**src/rtl/muldiv_pkg.sv**
```systemverilog
// Shared types and op-decode helpers for the multiply/divide sequencer.
package muldiv_pkg;

    typedef enum logic [3:0] {
        OP_MULT  = 4'd0,
        OP_MULTU = 4'd1,
        OP_MADD  = 4'd2,
        OP_MADDU = 4'd3,
        OP_MSUB  = 4'd4,
        OP_MSUBU = 4'd5,
        OP_DIV   = 4'd6,
        OP_DIVU  = 4'd7,
        OP_MTHI  = 4'd8,
        OP_MTLO  = 4'd9
    } md_op_t;

    typedef logic [1:0] md_state_t;

    localparam md_state_t ST_IDLE = 2'd0;
    localparam md_state_t ST_MUL  = 2'd1;
    localparam md_state_t ST_DIV  = 2'd2;
    localparam md_state_t ST_FIX  = 2'd3;

    function automatic logic is_signed(input logic [3:0] op);
        return (op == OP_MULT) || (op == OP_MADD) || (op == OP_MSUB) || (op == OP_DIV);
    endfunction

    function automatic logic is_mul(input logic [3:0] op);
        return (op <= OP_MSUBU);
    endfunction

    function automatic logic is_div(input logic [3:0] op);
        return (op == OP_DIV) || (op == OP_DIVU);
    endfunction

endpackage

```
**src/rtl/muldiv_step.sv**
```systemverilog
// One iteration of the shared engine: shift-add multiply (mode 0) or
// restoring divide (mode 1) on the {upper, lower} working pair.
module muldiv_step #(
    parameter int WIDTH = 32
) (
    input  logic             mode,
    input  logic [WIDTH-1:0] upper,
    input  logic [WIDTH-1:0] lower,
    input  logic [WIDTH-1:0] operand,
    output logic [WIDTH-1:0] next_upper,
    output logic [WIDTH-1:0] next_lower
);

    logic [WIDTH:0]   sum;
    logic [WIDTH:0]   shifted;
    logic [WIDTH-1:0] diff;
    logic             ge;

    // Multiply: add multiplicand on multiplier LSB, shift right with carry.
    // Divide: shift left, trial-subtract divisor, set quotient bit if it fits.
    always_comb begin
        sum     = {1'b0, upper} + (lower[0] ? {1'b0, operand} : '0);
        shifted = {upper, lower[WIDTH-1]};
        ge      = (shifted >= {1'b0, operand});
        // Only used when ge, where the true difference is below the divisor.
        diff    = shifted[WIDTH-1:0] - operand;
        if (mode) begin
            next_upper = ge ? diff : shifted[WIDTH-1:0];
            next_lower = {lower[WIDTH-2:0], ge};
        end else begin
            next_upper = sum[WIDTH:1];
            next_lower = {sum[0], lower[WIDTH-1:1]};
        end
    end

endmodule

```
**src/rtl/muldiv_sequencer.sv**
```systemverilog
// Multi-cycle multiply/divide unit owning the HI/LO accumulator pair.
//
// state | meaning
// IDLE  | waiting for a request; MTHI/MTLO and divide-by-zero handled here
// MUL   | one shift-add iteration per cycle, WIDTH cycles
// DIV   | one restoring-divide iteration per cycle, WIDTH cycles
// FIX   | apply signs, accumulate, write HI/LO
module muldiv_sequencer
    import muldiv_pkg::*;
#(
    parameter int WIDTH = 32
) (
    input  logic             clock,
    input  logic             reset,
    input  logic             start,
    input  logic [3:0]       op,
    input  logic [WIDTH-1:0] a,
    input  logic [WIDTH-1:0] b,
    input  logic             mf_read,
    input  logic             mf_sel,
    input  logic             flush,
    output logic [WIDTH-1:0] mf_data,
    output logic [WIDTH-1:0] hi,
    output logic [WIDTH-1:0] lo,
    output logic             busy,
    output logic             stall,
    output logic             done,
    output logic             div_zero
);

    localparam int CW = $clog2(WIDTH);
    localparam logic [CW-1:0] LAST = CW'(WIDTH - 1);

    md_state_t        state;
    logic [CW-1:0]    cnt;
    logic [WIDTH-1:0] acc_hi, acc_lo, opnd;
    logic [3:0]       op_q;
    logic             sign_main, sign_rem;

    logic             sa, sb;
    logic [WIDTH-1:0] mag_a, mag_b;
    logic [WIDTH-1:0] step_hi, step_lo;
    logic [2*WIDTH-1:0] prod, prod_s, acc_sum, acc_dif;
    logic [WIDTH-1:0] quo, rem;

    // Operand magnitudes and final sign correction.
    always_comb begin
        sa      = is_signed(op) & a[WIDTH-1];
        sb      = is_signed(op) & b[WIDTH-1];
        mag_a   = sa ? -a : a;
        mag_b   = sb ? -b : b;
        prod    = {acc_hi, acc_lo};
        prod_s  = sign_main ? -prod : prod;
        acc_sum = {hi, lo} + prod_s;
        acc_dif = {hi, lo} - prod_s;
        quo     = sign_main ? -acc_lo : acc_lo;
        rem     = sign_rem ? -acc_hi : acc_hi;
    end

    muldiv_step #(.WIDTH(WIDTH)) u_step (
        .mode       (state == ST_DIV),
        .upper      (acc_hi),
        .lower      (acc_lo),
        .operand    (opnd),
        .next_upper (step_hi),
        .next_lower (step_lo)
    );

    assign busy    = (state != ST_IDLE);
    assign stall   = busy & (start | mf_read);
    assign mf_data = mf_sel ? hi : lo;

    // Sequencer FSM, iteration counter and HI/LO update.
    always_ff @(posedge clock) begin
        if (reset) begin
            state     <= ST_IDLE;
            cnt       <= '0;
            acc_hi    <= '0;
            acc_lo    <= '0;
            opnd      <= '0;
            op_q      <= '0;
            sign_main <= 1'b0;
            sign_rem  <= 1'b0;
            hi        <= '0;
            lo        <= '0;
            done      <= 1'b0;
            div_zero  <= 1'b0;
        end else begin
            done     <= 1'b0;
            div_zero <= 1'b0;
            if (flush) begin
                state <= ST_IDLE;
            end else begin
                case (state)
                    ST_IDLE: begin
                        if (start) begin
                            if (op == OP_MTHI) begin
                                hi <= a;
                            end else if (op == OP_MTLO) begin
                                lo <= a;
                            end else if (is_mul(op)) begin
                                acc_hi    <= '0;
                                acc_lo    <= mag_b;
                                opnd      <= mag_a;
                                sign_main <= sa ^ sb;
                                op_q      <= op;
                                cnt       <= '0;
                                state     <= ST_MUL;
                            end else if (is_div(op)) begin
                                if (b == '0) begin
                                    div_zero <= 1'b1;
                                end else begin
                                    acc_hi    <= '0;
                                    acc_lo    <= mag_a;
                                    opnd      <= mag_b;
                                    sign_main <= sa ^ sb;
                                    sign_rem  <= sa;
                                    op_q      <= op;
                                    cnt       <= '0;
                                    state     <= ST_DIV;
                                end
                            end
                        end
                    end
                    ST_MUL, ST_DIV: begin
                        acc_hi <= step_hi;
                        acc_lo <= step_lo;
                        cnt    <= cnt + 1'b1;
                        if (cnt == LAST) state <= ST_FIX;
                    end
                    default: begin
                        if (is_div(op_q)) begin
                            lo <= quo;
                            hi <= rem;
                        end else if (op_q == OP_MULT || op_q == OP_MULTU) begin
                            {hi, lo} <= prod_s;
                        end else if (op_q == OP_MADD || op_q == OP_MADDU) begin
                            {hi, lo} <= acc_sum;
                        end else begin
                            {hi, lo} <= acc_dif;
                        end
                        done  <= 1'b1;
                        state <= ST_IDLE;
                    end
                endcase
            end
        end
    end

endmodule

```
**config.mk**
```make
export PLATFORM = sky130hd
export DESIGN_NAME = muldiv_sequencer
export DESIGN_NICKNAME = d
export VERILOG_FILES = /design/src/rtl/muldiv_pkg.sv /design/src/rtl/muldiv_step.sv /design/src/rtl/muldiv_sequencer.sv
export SDC_FILE = /design/constraint.sdc
export NUM_CORES = 1
export LEC_CHECK = 0
export ABC_AREA = 1
export CAP_MARGIN = 40
export CELL_PAD_IN_SITES_DETAIL_PLACEMENT = 1
export CELL_PAD_IN_SITES_GLOBAL_PLACEMENT = 1
export CORE_MARGIN = 1.5
export CORE_UTILIZATION = 43
export CTS_CLUSTER_SIZE = 30
export DETAILED_ROUTE_END_ITERATION = 10
export PLACE_DENSITY = 0.85
export SLEW_MARGIN = 20
export SYNTH_ARGS = -nofsm -noshare
export SYNTH_HDL_FRONTEND = slang
export SYNTH_HIERARCHICAL = 1
export SYNTH_SLANG_ARGS = --single-unit
export TNS_END_PERCENT = 100
```
**constraint.sdc**
```tcl
create_clock -name clock -period 4.7 [get_ports clock]
set_input_delay 0.705 -clock clock [delete_from_list [all_inputs] [get_ports clock]]
set_output_delay 0.705 -clock clock [all_outputs]
set_load 0.02 [all_outputs]
```
# [Word level (Yosys, flattened, before mapping)]
# Index checks and enable logic that the tools add are counted.
[classes] n_addsub=10 n_lt_le_gt_ge=2 n_eq_ne=23 mux=63 bitwise=14 reduce_logical=24
[ops] cell="32-bit two-way mux" n=35
[ops] cell="32-bit case mux with 2 select lines" n=4
[ops] cell="32-bit negator" n=4
[ops] cell="64-bit adder" n=1
[ops] cell="64-bit two-way mux" n=1
[ops] cell="64-bit negator" n=1
[ops] cell="64-bit subtractor" n=1
[ops] cell="32-bit by 33-bit adder with 33-bit output" n=1
[ops] cell="33-bit by 32-bit greater-or-equal comparator with 1-bit output" n=1
[ops] cell="32-bit logical NOT" n=1
[ops] cell="32-bit subtractor" n=1
[ops] cell="5-bit two-way mux" n=6
[ops] cell="4-bit by 3-bit equality test with 1-bit output (second input constant)" n=5
[ops] cell="2-bit two-way mux" n=7
[ops] cell="2-bit inequality test (second input constant)" n=7
[ops] cell="7-bit AND reduction" n=2
[ops] cell="4-bit by 2-bit equality test with 1-bit output (second input constant)" n=3
[ops] cell="4-bit two-way mux" n=3
[ops] cell="5-bit case mux with 2 select lines" n=1
[ops] cell="1-bit inverter" n=9
[ops] cell="4-bit equality test (second input constant)" n=2
[ops] cell="4-bit logical NOT" n=2
[ops] cell="8-bit AND reduction" n=1
[ops] cell="8-bit OR reduction" n=1
[ops] cell="20 further kinds" n=36
[word_totals] regBits=175 out_inout_bits=100 word_cells=148

# [Longest topological paths before layout]
# Gate-level depths: netlist (run 1).
[depth] word_depth=13 ltp_mapped=32 mapped_depth_nobuf=32

# [Modules after synthesis]
# The synthesis (run 1) kept the hierarchy.
[modules_own_cells] module="muldiv_sequencer" n_inst=1 cells_each=3914 area_per_inst_um2=22348.9
[modules_own_cells] module="muldiv_step" n_inst=1 cells_each=1295 area_per_inst_um2=6258.5

# [Worst setup path before layout (run 1)]
# No wires, ideal clock.
[synth_path] path_kind="flip-flop to flip-flop" start="reg acc_hi[0]" end="reg hi[25]" setup_ns=0.119 arrival_time_ns=3.736 t_required_ns=4.581 slack_ns=0.845 stages_incl_launch_ff=32 path_buffers=0 period_less_slack_ns=3.855 path_cell_list="dfxtp_1 -> inv_1 -> ha_1 -> inv_1 -> nor3_2 -> inv_1 -> nor2_1 -> inv_1 -> nor3_2 -> inv_1 -> nor4_2 -> nand4_1 -> nand2_1 -> nand2_1 -> xor2_1 -> ha_1 -> a21oi_1 -> inv_1 -> a31oi_1 -> inv_1 -> nor2_1 -> inv_1 -> a221oi_1 -> nor2_1 -> a31oi_1 -> nand2_1 -> nand2_1 -> nand3_1 -> nand2_1 -> o21ai_1 -> nand2_1 -> a21oi_1"
[synth_between] elab_chain_len=7
[synth_rtl] item="start, declared" line_no="muldiv_sequencer.sv:36" text="logic [WIDTH-1:0] acc_hi, acc_lo, opnd;"
[synth_rtl] item="start signal, assigned" line_no="muldiv_sequencer.sv:126" text="acc_hi <= step_hi;"
[synth_rtl] item="64-bit negator" line_no="muldiv_sequencer.sv:53" text="prod_s = sign_main ? -prod : prod;"
[synth_rtl] item="64-bit two-way mux" line_no="muldiv_sequencer.sv:53"
[synth_rtl] item="64-bit subtractor / 64-bit adder (equally long branches)" line_no="muldiv_sequencer.sv:55, muldiv_sequencer.sv:54"
[synth_rtl] item="32-bit two-way mux" line_no="muldiv_sequencer.sv:137" text="end else if (op_q == OP_MADD || op_q == OP_MADDU) begin"
[synth_rtl] item="32-bit two-way mux" line_no="muldiv_sequencer.sv:135" text="end else if (op_q == OP_MULT || op_q == OP_MULTU) begin"
[synth_rtl] item="32-bit two-way mux (*)" line_no="muldiv_sequencer.sv:132" text="if (is_div(op_q)) begin"
[synth_rtl] item="32-bit case mux with 2 select lines (*)" line_no="muldiv_sequencer.sv:94" text="case (state)"
[synth_rtl] item="end signal, assigned" line_no="muldiv_sequencer.sv:134" text="hi <= rem;"
[synth_rtl] item="end signal, assigned" line_no="muldiv_sequencer.sv:136" text="{hi, lo} <= prod_s;"
[synth_rtl] item="end signal, assigned" line_no="muldiv_sequencer.sv:138" text="{hi, lo} <= acc_sum;"
[synth_rtl] item="end, declared" line_no="muldiv_sequencer.sv:23" text="output logic [WIDTH-1:0] hi,"
# Every way passes the cells marked *; elsewhere a longest branch is shown, timed or not.
# A chain may end at the register's enable or synchronous reset.

# [Worst setup path after layout (run 1)]
[layout_path] start="reg acc_lo[0]" end="reg hi[29]"
[layout_between] elab_chain_len=7
[layout_rtl] item="start, declared" line_no="muldiv_sequencer.sv:36"
[layout_rtl] item="start signal, assigned" line_no="muldiv_sequencer.sv:103" text="acc_lo <= mag_b;"
[layout_rtl] item="start signal, assigned" line_no="muldiv_sequencer.sv:114" text="acc_lo <= mag_a;"
[layout_rtl] item="start signal, assigned" line_no="muldiv_sequencer.sv:127" text="acc_lo <= step_lo;"
[layout_rtl] item="64-bit negator" line_no="muldiv_sequencer.sv:53"
[layout_rtl] item="64-bit two-way mux (*)" line_no="muldiv_sequencer.sv:53"
[layout_rtl] item="64-bit subtractor / 64-bit adder (equally long branches)" line_no="muldiv_sequencer.sv:55, muldiv_sequencer.sv:54"
[layout_rtl] item="32-bit two-way mux" line_no="muldiv_sequencer.sv:137"
[layout_rtl] item="32-bit two-way mux (*)" line_no="muldiv_sequencer.sv:135"
[layout_rtl] item="32-bit two-way mux (*)" line_no="muldiv_sequencer.sv:132"
[layout_rtl] item="32-bit case mux with 2 select lines (*)" line_no="muldiv_sequencer.sv:94"
# Marked as above.

==> out/metrics.cfg, run 1 <==
[outcome]
outcome = finished clean

[clocking]
cts_buffers = 17
clock-sinks = 174
path_clk_slew_ps = 80
insertion_delay_ps = 510
clockBufferDepth = 2
ctsRootBufferMaster = clkbuf_16
htreeDepth = 4
cts_tree = done
cts_hold_buf = 0

[layout]
nets = 5642
final_area_sq_um = 32970
final_common_cell = nand2_1
final_core_util = 0.5015
syn_to_final_growth_pct = 15.26
layout_common_cells = nand2_1 (1303), inv_1 (875), nor2_1 (541)
fillers = 9616
drive_above_1_share = 0.08090

[setup_path]
crit_fanout = 5
cp.arrival_ps = 5050
crit_path_end_kind = flop
crit_family = simple AND/OR/NAND/NOR gates
slowest_stage = xor2_1
max_stage_delay_ps = 420
required_ps = 5070
crit_top_cell = nand2_1
reg2reg_depth = 29
crit_buf_inv = 4
r2r_start = acc_lo[0]
cp-start-kind = flop
path_class = flop to flop
path_depth = 29
crit_start = acc_lo[0]

[power]
finalPower_mw = 9.730
leakagePower_nw = 16.64
p_int_mw = 4.330
seq_power_share = 0.185
ir_drop_mv = 0.3228
pwr-share-comb = 0.650
switchingPower_mw = 5.399
power.density_nw_per_um2 = 295.1
power_frac_clock = 0.165
switching_share = 0.5549

[placement]
routabilityCongestion = 1.135
placed_area_sq_um = 31690
hpwl_um = 120800
pre_cts_ws_ps = -211.5
numPortBuffers = 173

[floorplanning]
die_area_sq_um = 68080
coreArea_sq_um = 65750
row_count = 94
die_x_um = 260.9
start_util = 0.4351
die_h_um = 260.9
boundaryPins = 174

[synth]
synth_nets = 5487
ys.flop_type = dfxtp_1
ys_top_cells_by_area = nand2_1 (17%), dfxtp_1 (12%), inv_1 (12%), ha_1 (8.7%), a21oi_1 (8.5%)
yosysTopAreaCell = nand2_1
synth-seq-cells = 174
synthDistinctLibCells = 68
synth_warnings = 6
synth-edff-count = 0
syn_area_sq_um = 28610
synthArstFlopShare = 0
ys_seq_area_frac = 0.1218
syn_inst = 5209
synth_top_area_share = 0.1714
avgSynthCellArea_sq_um = 5.492

[sta]
period_share = 0.9947
rsz0062_at_grt = yes
holdWs_ps = 481.3
post-route-min-period_ps = 4675
setup_violations = 0
finalHoldViolCount = 0
drv_slew = 0
fmax_mhz = 213.9
tightest_slew_ps = 930.7
fin_skew_ps = 18.24
slew_headroom = 0.3796
setup_ws_ps = 24.69

[drt]
drt_iter0_markers = 3594
via_per_inst = 5.878
num_vias = 36710
ant_nets = 0
dr.pass1.iters = 6
routed_wl_um = 147500
drcViolationCount = 0
wl_per_cell_um = 23.62

[global_routing]
antenna_found_initial = 2
grt_usage = 0.4253
grt_pass1_wl_um = 218300
grt_pass1_vias = 36210
grt_start_max_net_pins = 111
grt_overflow_total = 0

[run]
drv_cap = 0

[hold_path]
hold_depth = 2
hold_class = flop to flop
worstHoldStart = cnt[4]

[sequential cells by signal, indices dropped and copies added (netlist names)]
signal	flops
cnt	5
div_zero	1
hi	32
sign_rem	1
sign_main	1
acc_hi	32
lo	32
opnd	32
done	1
state	2
op_q	3
acc_lo	32
[final cells by class]
class                      count  area [sq um]  area share
timing repair buffer         333          3050     0.09251
multi-input combinational   3936         21330      0.6468
sequential                   174          3485      0.1057
clock buffer                  18         439.2     0.01332
inverter                     902          3388      0.1028
tap                          864          1081     0.03278
clock inverter                14         193.9    0.005881
antenna                        3         7.507   0.0002277
[layer usage]
| metal | part of all wire | global-route usage |
|---|---|---|
| met1 | 0.41 | 0.5489 |
| met2 | 0.42 | 0.6514 |
| met3 | 0.087 | 0.06640 |
| met4 | 0.081 | 0.2895 |
| met5 | 0 | 0 |
[synthesized netlist by cell type, types with 56 or more instances]
cell,number
dfxtp_1,174
nand4_1,56
nand3_1,309
ha_1,200
clkbuf_1,124
nand2_1,1306
o21ai_0,369
inv_1,880
xor2_1,118
nor2_1,555
a21oi_1,484
a31oi_1,61
[worst register-to-register path, delay by kind of cell, from the launching register on]
family / cells / cell delay (ps)
buffers and inverters: 4 / 510
and+or+nand+nor: 20 / 2400
AOI/OAI and AO/OA: 2 / 380
DFF: 1 / 340
adders and majority gates: 2 / 500
xor gates and xnor gates: 1 / 420
[timing repair]
item,4_1_cts,5_1_grt
setup endpoints to repair,9,30
pin swaps,4,17
resized for setup,7,102
buffers inserted,1,12
[through the flow]
| stage | setup TNS [ps] | std cells |
|---|---|---|
| floorplan | 0 | 5209 |
| global placement | -75.58 | 6190 |
| detailed placement | -359.8 | 6191 |
| CTS | -17.04 | 6224 |
| global route | -1213 | 6243 |
| finish | 0 | 6244 |
[worst paths after layout]
| path | endpoint | slack, ps |
|---|---|---|
| setup / recovery | hi[29] | 20 |
| hold / removal | cnt[4] | 480 |
| setup reg to reg | hi[29] | 20 |
| hold reg to reg | cnt[4] | 480 |
[logic make-up after synthesis]
group / synth area share
AOI/OAI and AO/OA: 0.2183
xor gates and xnor gates: 0.04680
adders and majority gates: 0.09027
buffers and inverters: 0.1504
DFF: 0.1218
muxes: 0.01177
and+or+nand+nor: 0.3607
[power groups by stage]
stage	logic, mW	clock network (mW)	registers (mW)
2_1_floorplan	3.96	0	1.75
3_3_place_gp	5.82	0	1.81
3_5_place_dp	5.98	0	1.82
4_1_cts	6.02	1.60	1.78
5_1_grt	6.91	1.65	1.80
6_report	6.32	1.60	1.80
(Power assumes the default switching activity.)
==> run 2, diff against run 1 <==
--- a/config.mk
+++ b/config.mk
@@ -10,9 +10,10 @@
 export CELL_PAD_IN_SITES_DETAIL_PLACEMENT = 1
 export CELL_PAD_IN_SITES_GLOBAL_PLACEMENT = 1
 export CORE_MARGIN = 1.5
-export CORE_UTILIZATION = 43
+export CORE_UTILIZATION = 46
 export CTS_CLUSTER_SIZE = 30
 export DETAILED_ROUTE_END_ITERATION = 10
+export DONT_BUFFER_PORTS = 1
 export PLACE_DENSITY = 0.85
 export SLEW_MARGIN = 20
 export SYNTH_ARGS = -nofsm -noshare
==> run 2 against run 1 <==
Combinational power fell by 1%. Sequential share of layout area rose by 0.52 points. First-iteration DRC count is 8.7% higher. Total power shrank 0.64%. Clock power is essentially flat. Worst hold slack got worse by 180 ps. Non-clock buffer count fell by 136. Largest cell class unchanged.
==> out/metrics.cfg, run 2 (synthesis gave the netlist of run 1 again) <==
[outcome]
outcome = finished clean

[sta]
setup_violations = 0  ; unchanged
period_share = 0.9988  ; +0.004101
rsz0062_at_grt = yes
post-route-min-period_ps = 4695  ; +19.28 ps
fin_skew_ps = 19.77  ; +1.526 ps
finalHoldViolCount = 0  ; unchanged
drv_slew = 0  ; unchanged
setup_tns_ps = 0  ; unchanged
fmax_mhz = 213.0  ; -0.41%
tightest_slew_ps = 946.1  ; +15.44 ps
slew_headroom = 0.3693  ; -0.01029

[setup_path]
reg2reg_depth = 24  ; -17%
path_depth = 24  ; -17%
crit_path_end_kind = flop
required_ps = 5070  ; about the same
crit_family = compound AO/OA/AOI/OAI gates
timing.rr.end = hi[19]
crit_fanout = 7  ; +2
cp-start-kind = flop
worstPathCellList = nor2_1 > inv_1 > nor3_1 > inv_1 > nor2_1 > and3_1 > o21ai_0 > xor2_1 > inv_1 > ha_2 > inv_1 > a21oi_1 > o21a_1 > inv_1 > a21oi_1 > nand2_1 > a31oi_1 > nand2_1 > nand3_1 > nand3_1 > nand2_1 > nand2_1 > nand2_1 > a21oi_1
crit_start = acc_hi[7]
r2r_start = acc_hi[7]
max_stage_delay_ps = 680  ; +260 ps
slowest_stage = o21ai_0
crit_buf_inv = 5  ; +1
ff2ff_setup_slack_ps = 5  ; -20 ps
endpoint = hi[19]
cp.arrival_ps = 5060  ; about the same
path_class = flop to flop

[layout]
layout_common_cells = nand2_1 (1301), inv_1 (869), nor2_1 (528)
syn_to_final_growth_pct = 10.03
fillers = 9102  ; -5.3%
final_common_cell = nand2_1
nets = 5506  ; -2.4%
final_core_util = 0.5110  ; +0.009477
n_antenna_cell = 0  ; -3
drive_above_1_share = 0.09349  ; +0.01259

[placement]
numPortBuffers = 0  ; -100%
hpwl_um = 123300  ; +2.1%
routabilityCongestion = 1.079  ; -4.9%

[clocking]
clockBufferDepth = 2  ; unchanged
insertion_delay_ps = 500  ; about the same
cts_tree = done
htreeDepth = 4  ; unchanged
cts_hold_buf = 0  ; unchanged
clock-sinks = 174  ; unchanged
path_clk_slew_ps = 90  ; about the same
cts_buffers = 17  ; unchanged
ctsRootBufferMaster = clkbuf_16

[drt]
ant_nets = 0  ; unchanged
num_vias = 36640  ; -0.18%
drt_iter0_markers = 3906  ; +8.7%
wl_per_cell_um = 24.83  ; +5.1%
drcViolationCount = 0  ; unchanged
via_per_inst = 6.028  ; +2.5%
dr.pass1.iters = 6  ; unchanged
routed_wl_um = 150900  ; +2.3%

[power]
power.density_nw_per_um2 = 307.1  ; +4.1%
ir_drop_mv = 0.1857  ; -42%
p_int_mw = 4.241  ; -2.0%
switching_share = 0.5613  ; +0.006324
seq_power_share = 0.187  ; +0.002
leakagePower_nw = 16.23  ; -2.5%
pwr-share-comb = 0.645  ; -0.005
finalPower_mw = 9.668  ; -0.64%
switchingPower_mw = 5.426  ; +0.49%
power_frac_clock = 0.167  ; +0.002

[global_routing]
grt_pass1_vias = 35610  ; -1.7%
grt_overflow_total = 0  ; unchanged
grt_start_max_net_pins = 91  ; -18%
grt_pass1_wl_um = 220200  ; +0.88%
antenna_found_initial = 9  ; +7
grt_usage = 0.4601  ; +0.03483

[floorplanning]
boundaryPins = 174  ; unchanged
start_util = 0.4644  ; +0.02930
die_h_um = 252.4  ; -3.3%
coreArea_sq_um = 61600  ; -6.3%
die_x_um = 252.4  ; -3.3%
row_count = 91  ; -3.2%
die_area_sq_um = 63700  ; -6.4%

[hold_path]
hold_class = input port to flop

[run]
drv_cap = 0  ; unchanged

## run 2: power groups by stage
stage | combinational, mW | clock [mW] | sequential [mW]
2_1_floorplan | 3.96 | 0 | 1.75
3_3_place_gp | 5.70 | 0 | 1.82
3_5_place_dp | 5.85 | 0 | 1.83
4_1_cts | 5.90 | 1.61 | 1.79
5_1_grt | 6.78 | 1.66 | 1.81
6_report | 6.24 | 1.62 | 1.81
## run 2: what timing repair did
action / in CTS / in global routing
cloned: 0 / 0
pin swaps: 3 / 30
endpoints found under the setup margin: 6 / 31
hold endpoints to repair: 0 / 0
gates resized for setup: 10 / 118
buffers inserted: 0 / 14
## run 2: worst min-delay path by stage
| stage | from | endpoint | slack (ps) | cells after the start |
|---|---|---|---|---|
| 6_report | reset | opnd[19] | 310 | 1 |
| 3_5_place_dp | cnt[4] | cnt[4] | 470 | 2 |
| 3_3_place_gp | cnt[4] | cnt[4] | 450 | 2 |
| 2_1_floorplan | cnt[4] | cnt[4] | 450 | 2 |
| 4_1_cts | reset | opnd[19] | 270 | 1 |
| 5_1_grt | reset | opnd[19] | 290 | 1 |
## run 2: cell type report
cell class	instances	area, sq um	share of cell area
Inverter	902	3387	0.1076
Sequential cell	174	3490	0.1109
Tap cell	837	1047	0.03327
Clock buffer	18	439.2	0.01395
Multi-Input combinational cell	3936	21350	0.6784
Clock inverter	14	187.7	0.005962
Timing Repair Buffer	197	1574	0.05000
## run 2: layer usage
layer	wire length (um)	vias to the layer above	GRT usage
li1	-	16800	-
met1	60840	17600	0.5869
met2	63290	1799	0.6961
met3	14660	434	0.09125
met4	12040	10	0.3162
met5	59	-	0
## run 2: stage by stage
step                      cell area (sq um)  hold WS [ps]  instances  worst slack (ps)
final                                 31480         305.3       6078             5.418
after global routing                  31480         285.2       6078            -212.0
after CTS                             30890         269.8       6062             18.72
after detailed placement              30210         471.8       6030            -547.9
after global placement                30140         453.6       6025            -477.2
after floorplan                       28610         448.8       5209             844.7
